`src/rtl/serial_compare_ctrl_if.sv`:
```
// Request-side bundle for serial_compare_ctrl.
//
// Handshake: start is a request level sampled on a rising clk edge only
// while busy=0 (IDLE or DONE); A and B are captured on that same edge.
// busy stays high for the whole scan. done is a one-cycle pulse marking the
// cycle in which the three result flags first carry the new result. The
// flags then hold until the next done or reset.
interface serial_compare_ctrl_if #(
  parameter int WIDTH = 4
);
  logic             start;
  logic [WIDTH-1:0] A;
  logic [WIDTH-1:0] B;
  logic             busy;
  logic             done;
  logic             A_GREATER_B;
  logic             A_LESS_B;
  logic             A_EQUAL_B;

  // Requesting datapath side
  modport master (
    output start, A, B,
    input  busy, done, A_GREATER_B, A_LESS_B, A_EQUAL_B
  );

  // Compare sequencer side
  modport slave (
    input  start, A, B,
    output busy, done, A_GREATER_B, A_LESS_B, A_EQUAL_B
  );
endinterface

```
`src/rtl/serial_compare_ctrl.sv`:
```
// Bit-serial magnitude compare sequencer.
// Walks both latched operands MSB first through one shared 1-bit compare cell.
// The first differing bit decides the result. With SIGNED=1 the sense of the
// MSB is swapped, because a set sign bit means a smaller two's-complement value.
// Optional feature macro: EARLY_EXIT_EN. When it is defined, the scan stops on
// the first differing bit. When it is not defined, the scan always takes WIDTH
// cycles. The result is the same in both builds.
// dbg_state exposes the FSM state. dbg_cell_err flags a non one-hot cell
// response during SCAN.
module serial_compare_ctrl #(
  parameter int WIDTH  = 4,
  parameter bit SIGNED = 1'b1
) (
  input  logic                 clk,
  input  logic                 rst_n,
  serial_compare_ctrl_if.slave bus,
  output logic                 cmp_a,
  output logic                 cmp_b,
  input  logic                 cmp_gt,
  input  logic                 cmp_eq,
  input  logic                 cmp_lt,
  output logic [1:0]           dbg_state,
  output logic                 dbg_cell_err
);

  localparam int IW = (WIDTH > 1) ? $clog2(WIDTH) : 1;
  localparam logic [IW-1:0] IDX_MSB = IW'(WIDTH - 1);

  typedef enum logic [1:0] {
    S_IDLE = 2'd0,
    S_SCAN = 2'd1,
    S_DONE = 2'd2
  } state_t;

  state_t           state;
  logic [WIDTH-1:0] a_reg;
  logic [WIDTH-1:0] b_reg;
  logic [IW-1:0]    idx;
  logic             diff_found;  // an earlier (more significant) bit differed
  logic             diff_gt;     // direction of that first difference
  logic             busy_r;
  logic             done_r;
  logic             gt_r;
  logic             lt_r;
  logic             eq_r;

  logic             bit_gt;
  logic             bit_lt;
  logic             msb_inv;
  logic             a_gt;
  logic             a_lt;
  logic             found_nx;
  logic             gt_nx;
  logic             scan_last;

  // Bits to the shared cell. Both are held low outside SCAN.
  assign cmp_a = (state == S_SCAN) ? a_reg[idx] : 1'b0;
  assign cmp_b = (state == S_SCAN) ? b_reg[idx] : 1'b0;

  assign bus.busy        = busy_r;
  assign bus.done        = done_r;
  assign bus.A_GREATER_B = gt_r;
  assign bus.A_LESS_B    = lt_r;
  assign bus.A_EQUAL_B   = eq_r;
  assign dbg_state       = state;

  // During SCAN the cell must report exactly one of gt/eq/lt.
  assign dbg_cell_err = (state == S_SCAN) && ($countones({cmp_gt, cmp_eq, cmp_lt}) != 1);

  // Decode the cell response and apply the sign swap at the MSB.
  always_comb begin
    bit_gt   = cmp_gt;
    bit_lt   = ~cmp_gt & cmp_lt;
    msb_inv  = SIGNED && (idx == IDX_MSB);
    a_gt     = msb_inv ? bit_lt : bit_gt;
    a_lt     = msb_inv ? bit_gt : bit_lt;
    found_nx = diff_found | a_gt | a_lt;
    gt_nx    = diff_found ? diff_gt : a_gt;
`ifdef EARLY_EXIT_EN
    scan_last = (idx == '0) | a_gt | a_lt;
`else
    scan_last = (idx == '0);
`endif
  end

  // Sequencer FSM with registered status and result flags.
  always_ff @(posedge clk or negedge rst_n) begin
    if (!rst_n) begin
      state      <= S_IDLE;
      a_reg      <= '0;
      b_reg      <= '0;
      idx        <= IDX_MSB;
      diff_found <= 1'b0;
      diff_gt    <= 1'b0;
      busy_r     <= 1'b0;
      done_r     <= 1'b0;
      gt_r       <= 1'b0;
      lt_r       <= 1'b0;
      eq_r       <= 1'b0;
    end else begin
      done_r <= 1'b0;
      case (state)
        S_IDLE, S_DONE: begin
          if (bus.start) begin
            state      <= S_SCAN;
            a_reg      <= bus.A;
            b_reg      <= bus.B;
            idx        <= IDX_MSB;
            diff_found <= 1'b0;
            diff_gt    <= 1'b0;
            busy_r     <= 1'b1;
          end else begin
            state <= S_IDLE;
          end
        end
        S_SCAN: begin
          if (scan_last) begin
            state  <= S_DONE;
            busy_r <= 1'b0;
            done_r <= 1'b1;
            gt_r   <= found_nx & gt_nx;
            lt_r   <= found_nx & ~gt_nx;
            eq_r   <= ~found_nx;
          end else begin
            idx        <= idx - 1'b1;
            diff_found <= found_nx;
            diff_gt    <= gt_nx;
          end
        end
        default: state <= S_IDLE;
      endcase
    end
  end

endmodule

```
`src/flat_wrapper.sv`:
```
// flat-port wrapper written by rule: the top's interface ports become plain ports
module serial_compare_ctrl_flat 
#(
  parameter int WIDTH  = 4,
  parameter bit SIGNED = 1'b1
)
  (clk, rst_n, cmp_a, cmp_b, cmp_gt, cmp_eq, cmp_lt, dbg_state, dbg_cell_err, bus_start, bus_A, bus_B, bus_busy, bus_done, bus_A_GREATER_B, bus_A_LESS_B, bus_A_EQUAL_B);
  serial_compare_ctrl_if #(.WIDTH(WIDTH)) bus_i ();
  input  logic clk;
  input  logic rst_n;
  output logic cmp_a;
  output logic cmp_b;
  input  logic cmp_gt;
  input  logic cmp_eq;
  input  logic cmp_lt;
  output logic [1:0] dbg_state;
  output logic dbg_cell_err;
  input wire logic [$bits(bus_i.start)-1:0] bus_start;
  input wire logic [$bits(bus_i.A)-1:0] bus_A;
  input wire logic [$bits(bus_i.B)-1:0] bus_B;
  output wire logic [$bits(bus_i.busy)-1:0] bus_busy;
  output wire logic [$bits(bus_i.done)-1:0] bus_done;
  output wire logic [$bits(bus_i.A_GREATER_B)-1:0] bus_A_GREATER_B;
  output wire logic [$bits(bus_i.A_LESS_B)-1:0] bus_A_LESS_B;
  output wire logic [$bits(bus_i.A_EQUAL_B)-1:0] bus_A_EQUAL_B;
  assign bus_i.start = bus_start;
  assign bus_i.A = bus_A;
  assign bus_i.B = bus_B;
  assign bus_busy = bus_i.busy;
  assign bus_done = bus_i.done;
  assign bus_A_GREATER_B = bus_i.A_GREATER_B;
  assign bus_A_LESS_B = bus_i.A_LESS_B;
  assign bus_A_EQUAL_B = bus_i.A_EQUAL_B;
  serial_compare_ctrl #(.WIDTH(WIDTH), .SIGNED(SIGNED)) u_core (.clk(clk), .rst_n(rst_n), .bus(bus_i), .cmp_a(cmp_a), .cmp_b(cmp_b), .cmp_gt(cmp_gt), .cmp_eq(cmp_eq), .cmp_lt(cmp_lt), .dbg_state(dbg_state), .dbg_cell_err(dbg_cell_err));
endmodule
```
`config.mk`:
```
export PLATFORM = sky130hd
export DESIGN_NAME = serial_compare_ctrl_flat
export DESIGN_NICKNAME = d
export VERILOG_FILES = /design/src/rtl/serial_compare_ctrl_if.sv /design/src/rtl/serial_compare_ctrl.sv /design/src/flat_wrapper.sv
export SDC_FILE = /design/constraint.sdc
export NUM_CORES = 1
export LEC_CHECK = 0
export CAP_MARGIN = 20
export CELL_PAD_IN_SITES_DETAIL_PLACEMENT = 2
export CELL_PAD_IN_SITES_GLOBAL_PLACEMENT = 2
export CORE_MARGIN = 4
export CORE_UTILIZATION = 29
export CTS_CLUSTER_SIZE = 14
export DETAILED_ROUTE_END_ITERATION = 12
export PLACE_DENSITY = 0.84
export RECOVER_POWER = 100
export SLEW_MARGIN = 5
export SYNTH_ARGS = -nofsm -noshare
export SYNTH_HDL_FRONTEND = slang
export SYNTH_SLANG_ARGS = --single-unit
export TNS_END_PERCENT = 30
```
`constraint.sdc`:
```
create_clock -name clk -period 1.71 [get_ports clk]
set_input_delay 0.171 -clock clk [delete_from_list [all_inputs] [get_ports clk]]
set_output_delay 0.171 -clock clk [all_outputs]
set_load 0.05 [all_outputs]
```
**Word-level counts from Yosys, hierarchy flattened**

Index checks and enable logic that the tools add are counted.

- Register bits: 19
- Latch bits: 0
- Bits in writable memories: 0
- ROM bits: 0
- Bits of input ports: 14
- Word-level logic and storage cells: 64
- Memories: 0

- $add $sub $neg: 3
- $mul: 0
- Divide/modulo/power cells: 0
- Magnitude comparators: 1
- Equal/unequal tests: 7
- Shift-type cells: 0
- Muxes and demuxes: 25
- Bitwise gates (word level): 8
- Reduce and logical (&&, ||, !) cells: 9

Operators by type and width:

| cell | count |
|---|---|
| adder 32 x 1 -> 32 bit | 1 |
| != test 32 x 2 -> 1 bit, second input constant | 1 |
| 2-to-1 mux 1 bit | 15 |
| one-hot mux 2 bit (2 select lines) | 2 |
| 2-to-1 mux 2 bit | 3 |
| one-hot mux 1 bit (2 select lines) | 3 |
| AND reduction 3 bit | 2 |
| binary-select mux 1 bit (select 2 bit) | 2 |
| == test 2 bit, second input constant | 2 |
| zero test 2 bit | 2 |
| != test 2 bit, second input constant | 2 |
| AND reduction 2 bit | 2 |
| bitwise AND 1 bit | 3 |
| < comparator 2 x 3 -> 1 bit, second input constant | 1 |
| inverter 1 bit | 3 |
| adder 1 x 1 -> 2 bit | 1 |
| == test 2 x 1 -> 1 bit, second input constant | 1 |
| != test 2 x 1 -> 1 bit, second input constant | 1 |
| bitwise OR 1 bit | 2 |
| nonzero test 2 bit | 1 |
| OR reduction 2 bit | 1 |
| subtractor 2 x 1 -> 2 bit, second input constant | 1 |
| logical AND 1 bit | 1 |

**Depth between registers and ports, before layout**

- Depth in word-level cells: 7
- Depth in mapped cells: 6
- Mapped depth without buffers: 6

**Worst setup path before layout**

OpenSTA, ideal clock, no wires.

- Path kind: reg-to-output
- Start point: reg u_core.state[0], in the netlist u_core.dbg_state[0]
- End point: out dbg_cell_err
- Data arrival time: 1743 ps
- Required time: 1539 ps
- Path slack: -204 ps
- Cell stages (with the launch flop): 3
- Cells stage by stage: dfrtp_1 nand2b_1 a21oi_1

- Word-level cells in the longest chain between the ends: 2

RTL lines:

| element | line | text |
|---|---|---|
| from (decl) | serial_compare_ctrl.sv:35 | `state_t state;` |
| from (signal assigned) | serial_compare_ctrl.sv:89 | `state <= S_IDLE;` |
| from (signal assigned) | serial_compare_ctrl.sv:105 | `state <= S_SCAN;` |
| from (signal assigned) | serial_compare_ctrl.sv:113 | `state <= S_IDLE;` |
| == test 2 x 1 -> 1 bit | serial_compare_ctrl.sv:68 | `assign dbg_cell_err = (state == S_SCAN) && ($countones({cmp_gt, cmp_eq, cmp_lt}) != 1);` |
| logical AND 1 bit | serial_compare_ctrl.sv:68 |  |
| to (decl) | flat_wrapper.sv:17 | `output logic dbg_cell_err;` |

Every way passes these cells.

**Final worst setup path**

- Start point: reg u_core.idx[0]
- End point: out cmp_a

- Word-level cells in the longest chain between the ends: 3

RTL lines:

| element | line | text |
|---|---|---|
| from (decl) | serial_compare_ctrl.sv:38 | `logic [IW-1:0] idx;` |
| from (signal assigned) | serial_compare_ctrl.sv:125 | `idx <= idx - 1'b1;` |
| binary-select mux 1 bit (select 2 bit) | serial_compare_ctrl.sv:57 | `assign cmp_a = (state == S_SCAN) ? a_reg[idx] : 1'b0;` |
| 2-to-1 mux 1 bit (not written as such) | serial_compare_ctrl.sv:57 |  |
| 2-to-1 mux 1 bit | serial_compare_ctrl.sv:57 |  |
| to (decl) | flat_wrapper.sv:11 | `output logic cmp_a;` |

Every way passes these cells. The select of a mux whose other input is x is not followed.

==> run summary <==
The run finished, with violations left. The checks that failed: negative setup slack. On the worst path, the slowest cell contributes a delay of 0.61 ns. For the global-route usage over all layers, the log shows 13.07%. Yosys printed 0 warnings. The tools report the count of endpoints failing hold in the final timing report as 0. The max-slew violation total from the final report is 0. For the worst setup path, the data arrival time is 1.72 ns. Traced cell by cell, the critical path runs through mux4_2 > nor2b_4 > buf_6. For the pin with the worst max-slew slack, the measured transition is 1.057 ns. The tools report the worst path required time as 1.54 ns. The cell count after synthesis came out at 94.

Setup repair after global routing could not meet its margin everywhere. After detailed routing, the total wire length is 2451 um. In this run, the clock network consumes 9.6% of the power. The number of nets handed over by synthesis was 114. The portion of the post-synthesis area used by sequential elements is 50.46%. In the final routed layout, each cell accounts on average for 14.59 um.

The wire length of the first global-routing pass was 4098 um; the post-route clock period utilization was 110.7%. The startpoint type of the worst setup path is a flop. The initial antenna violation count was 0; the arithmetic-cell share of the synthesized area counting full adders, half adders and majority gates was 8.719%. Clock-pin slew was measured on the worst setup and hold paths at 0.12 ns. Summing every instance area after synthesis gives 947.2 um2.

The post-route worst setup slack was -0.1823 ns; the combined buffer and inverter count along the critical path was 1. The switching power of the nets came out at 1.204 mW. The clock skew was 0.008452 ns; the vertical extent of the die was 65.15 um.

The library cell used most frequently in the layout, excluding fill and tap cells, is sky130_fd_sc_hd__nand2_1. Of the total synthesized cell area, the portion taken by XOR and XNOR cells is 0%. Of the total synthesized cell area, the portion taken by AND, OR, NAND and NOR gates is 25.36%. After synthesis, the largest family of logic cells by area is simple AND/OR/NAND/NOR gates. The areal power density over the cells is 1978 nW/um2, and the share of total power in sequential cells is 33.2%. The number of distinct library cells after synthesis came out at 23. In this run, CTS created clock tree buffers numbering 3. The average vias per placed instance came out at 4.536. In the layout the commonest cells are sky130_fd_sc_hd__nand2_1 (33), sky130_fd_sc_hd__dfrtp_1 (17), sky130_fd_sc_hd__clkdlybuf4s50_1 (12). Entering global routing, the biggest net connects 20 pins. The horizontal die dimension is 65.15 um. Synthesis inferred 19 register bits. The category of the most critical setup path was flop to output port. Type of the worst min-delay path: primary input to flop. The fraction of power spent switching nets works out to 47.49%. The final worst hold slack is 0.3182 ns. Once detail routing completed, the nets flagged for antenna violations numbered 0. Buffers placed on the I/O ports in this run total 23. The number of buffers on the longest clock path was 2; the maximum clock rate was 528.5 MHz. The floorplan has 20 rows.

In the routed design, unresolved DRC markers number 0. The logs give 1.331 mW for the design internal power and 845 for the number of global-route vias before repair. The number of setup violations in the final report was 3; the initial DRC count was 32. Before antenna repair, the detailed router went through 3 iterations. Among cell families on the critical path, the largest total delay comes from flip-flops. Summed over all nets, the half-perimeter wirelength after detailed placement is 1871 um.

The area growth from synthesis to layout is 35.27%. For this run, the post-layout net count is 145. The mux contribution to synthesized area works out to 4.756%. The shortest clock period the worst path allows after layout came out at 1.892 ns.

The die area is 4245 um2. TritonCTS built the clock tree. The routed layout has 762 vias.

The design draws 2.535 mW. The worst-case IR drop observed on VDD is 788.6 uV. On the critical path, the stage with the largest delay is an instance of sky130_fd_sc_hd__dfstp_2. After clock tree synthesis, the flow added hold-fix buffers numbering 0. The initial utilization of the core area, before any placement, comes to 30.77%. The run gives 19 as the number of sinks driven by the clock tree. The layout cell share with drive strength beyond 1 was 18.55%.

The number of fillers in the final layout is 348, and the last weighted congestion value of the routability-driven placer is 0.7253. 0 antenna diodes ended up in the layout. The tools report the deepest level of the CTS H-tree as 1. The cell sitting at the root of the clock tree is a sky130_fd_sc_hd__clkbuf_4. Kind of end point of the critical path: an output port.

The synthesized-area fraction occupied by ao, oa, aoi and oai cells was 6.869%. The floorplan step defined a core boundary enclosing 3078 um2. The tools report the later-pin clock latency in the skew report as 0.31 ns.

In this run the mean area of a mapped cell was 10.08 um2. The tool flagged a number of max-cap violations equal to 0. The leakage power of the design is 0.6450 nW, and the relative slew slack is 29.51%. Measured on the finished design, the core utilization comes to 41.63%. Combinational logic is responsible for 57.2% of the overall power. The logs give 24 for the I/O pin count and 0 for the total overflow reported by the global router. The highest fanout seen on the critical path came out at 4.
-- path summary, 6_finish.rpt --
check | start | cells after the start | slack [ns] | to
min in group asynchronous | rst_n | 2 | 0.54 | u_core.bus.A_LESS_B
max in group asynchronous | rst_n | 2 | 0.53 | u_core.a_reg[0]
worst max-delay path | u_core.idx[0] | 3 | -0.18 | cmp_a
worst max register to register | u_core.idx[0] | 5 | 0.11 | u_core.diff_gt
worst min-delay path | cmp_lt | 5 | 0.32 | u_core.bus.A_EQUAL_B
worst min register to register | u_core.a_reg[3] | 2 | 0.49 | u_core.a_reg[3]
-- kinds of logic (layout without fill, tap and decap cells) --
family,count (synthesis),after routing
simple gates,49,49
flops,19,19
compound gates,9,9
buf+inv,9,39
fa+ha+maj,6,6
mux,2,2
-- layer usage --
metal | wire length (um) | vias to the layer above | global-route usage [%]
met1 | 988 | 377 | 14.77
met3 | 121 | 5 | 3.248
met5 | 0 | - | 0
met2 | 1302 | 19 | 23.75
li1 | - | 361 | -
met4 | 38 | 0 | 4.663
-- final cells by class --
cell class              instances  area (um2)  area share (%)
multi-input cells              66       444.2           34.67
flip-flops and latches         19       478.0           37.30
well taps                      44       55.05           4.297
repair buffers                 28       250.2           19.53
inverters                       7       26.28           2.051
clock buffers                   3       22.52           1.758
clock inverters                 1       5.005          0.3906
-- synth_stat cells, drive strengths merged --
library cell | count | area (um2)
mux4 | 2 | 45.04
dfrtp | 17 | 425.4
nand3 | 1 | 5.000
or3b | 1 | 11.26
buf | 2 | 10.01
nor3b | 1 | 7.510
fa | 1 | 20.02
inv | 7 | 26.28
nor2b | 4 | 40.04
nor3 | 2 | 10.01
a22o | 1 | 8.760
and3b | 1 | 8.760
a21oi | 2 | 10.01
o31ai | 1 | 21.27
nand2 | 33 | 123.9
nand2b | 3 | 18.77
o21ai | 5 | 25.02
dfstp | 2 | 52.55
nor2 | 2 | 7.510
ha | 5 | 62.56
nand3b | 1 | 7.510
-- per-stage QoR --
stage                     setup TNS, ns  cells  instance area, um2  setup slack [ns]
after floorplan                       0     94               950.9           0.09255
after global placement         -0.08123    163                1256          -0.08123
after detailed placement        -0.1798    163                1256           -0.1798
after CTS                       -0.5870    168                1299           -0.2068
after global routing            -0.6616    168                1281           -0.2444
final                           -0.4862    168                1281           -0.1823
-- power by group through the flow --
stage / clock network [mW] / registers [mW] / logic [mW]
6_report: 0.243 / 0.842 / 1.45
5_1_grt: 0.279 / 0.879 / 1.57
4_1_cts: 0.260 / 0.844 / 1.52
3_5_place_dp: 0 / 0.857 / 1.46
3_3_place_gp: 0 / 0.843 / 1.40
2_1_floorplan: 0 / 1.06 / 0.773
-- what timing repair did --
action / 4_1_cts / 5_1_grt
setup buffers: 1 / 0
pin swaps: 0 / 2
resized for setup: 2 / 8
setup endpoints to repair: 3 / 7
-- worst min-delay path: stages --
cell	delay, ns
sky130_fd_sc_hd__dlymetal6s2s_1	0.13
sky130_fd_sc_hd__buf_4	0.14
sky130_fd_sc_hd__nor3_1	0.06
sky130_fd_sc_hd__nand2_1	0.06
sky130_fd_sc_hd__nand2_1	0.05
Note: power is estimated with default switching activity, not from simulation.
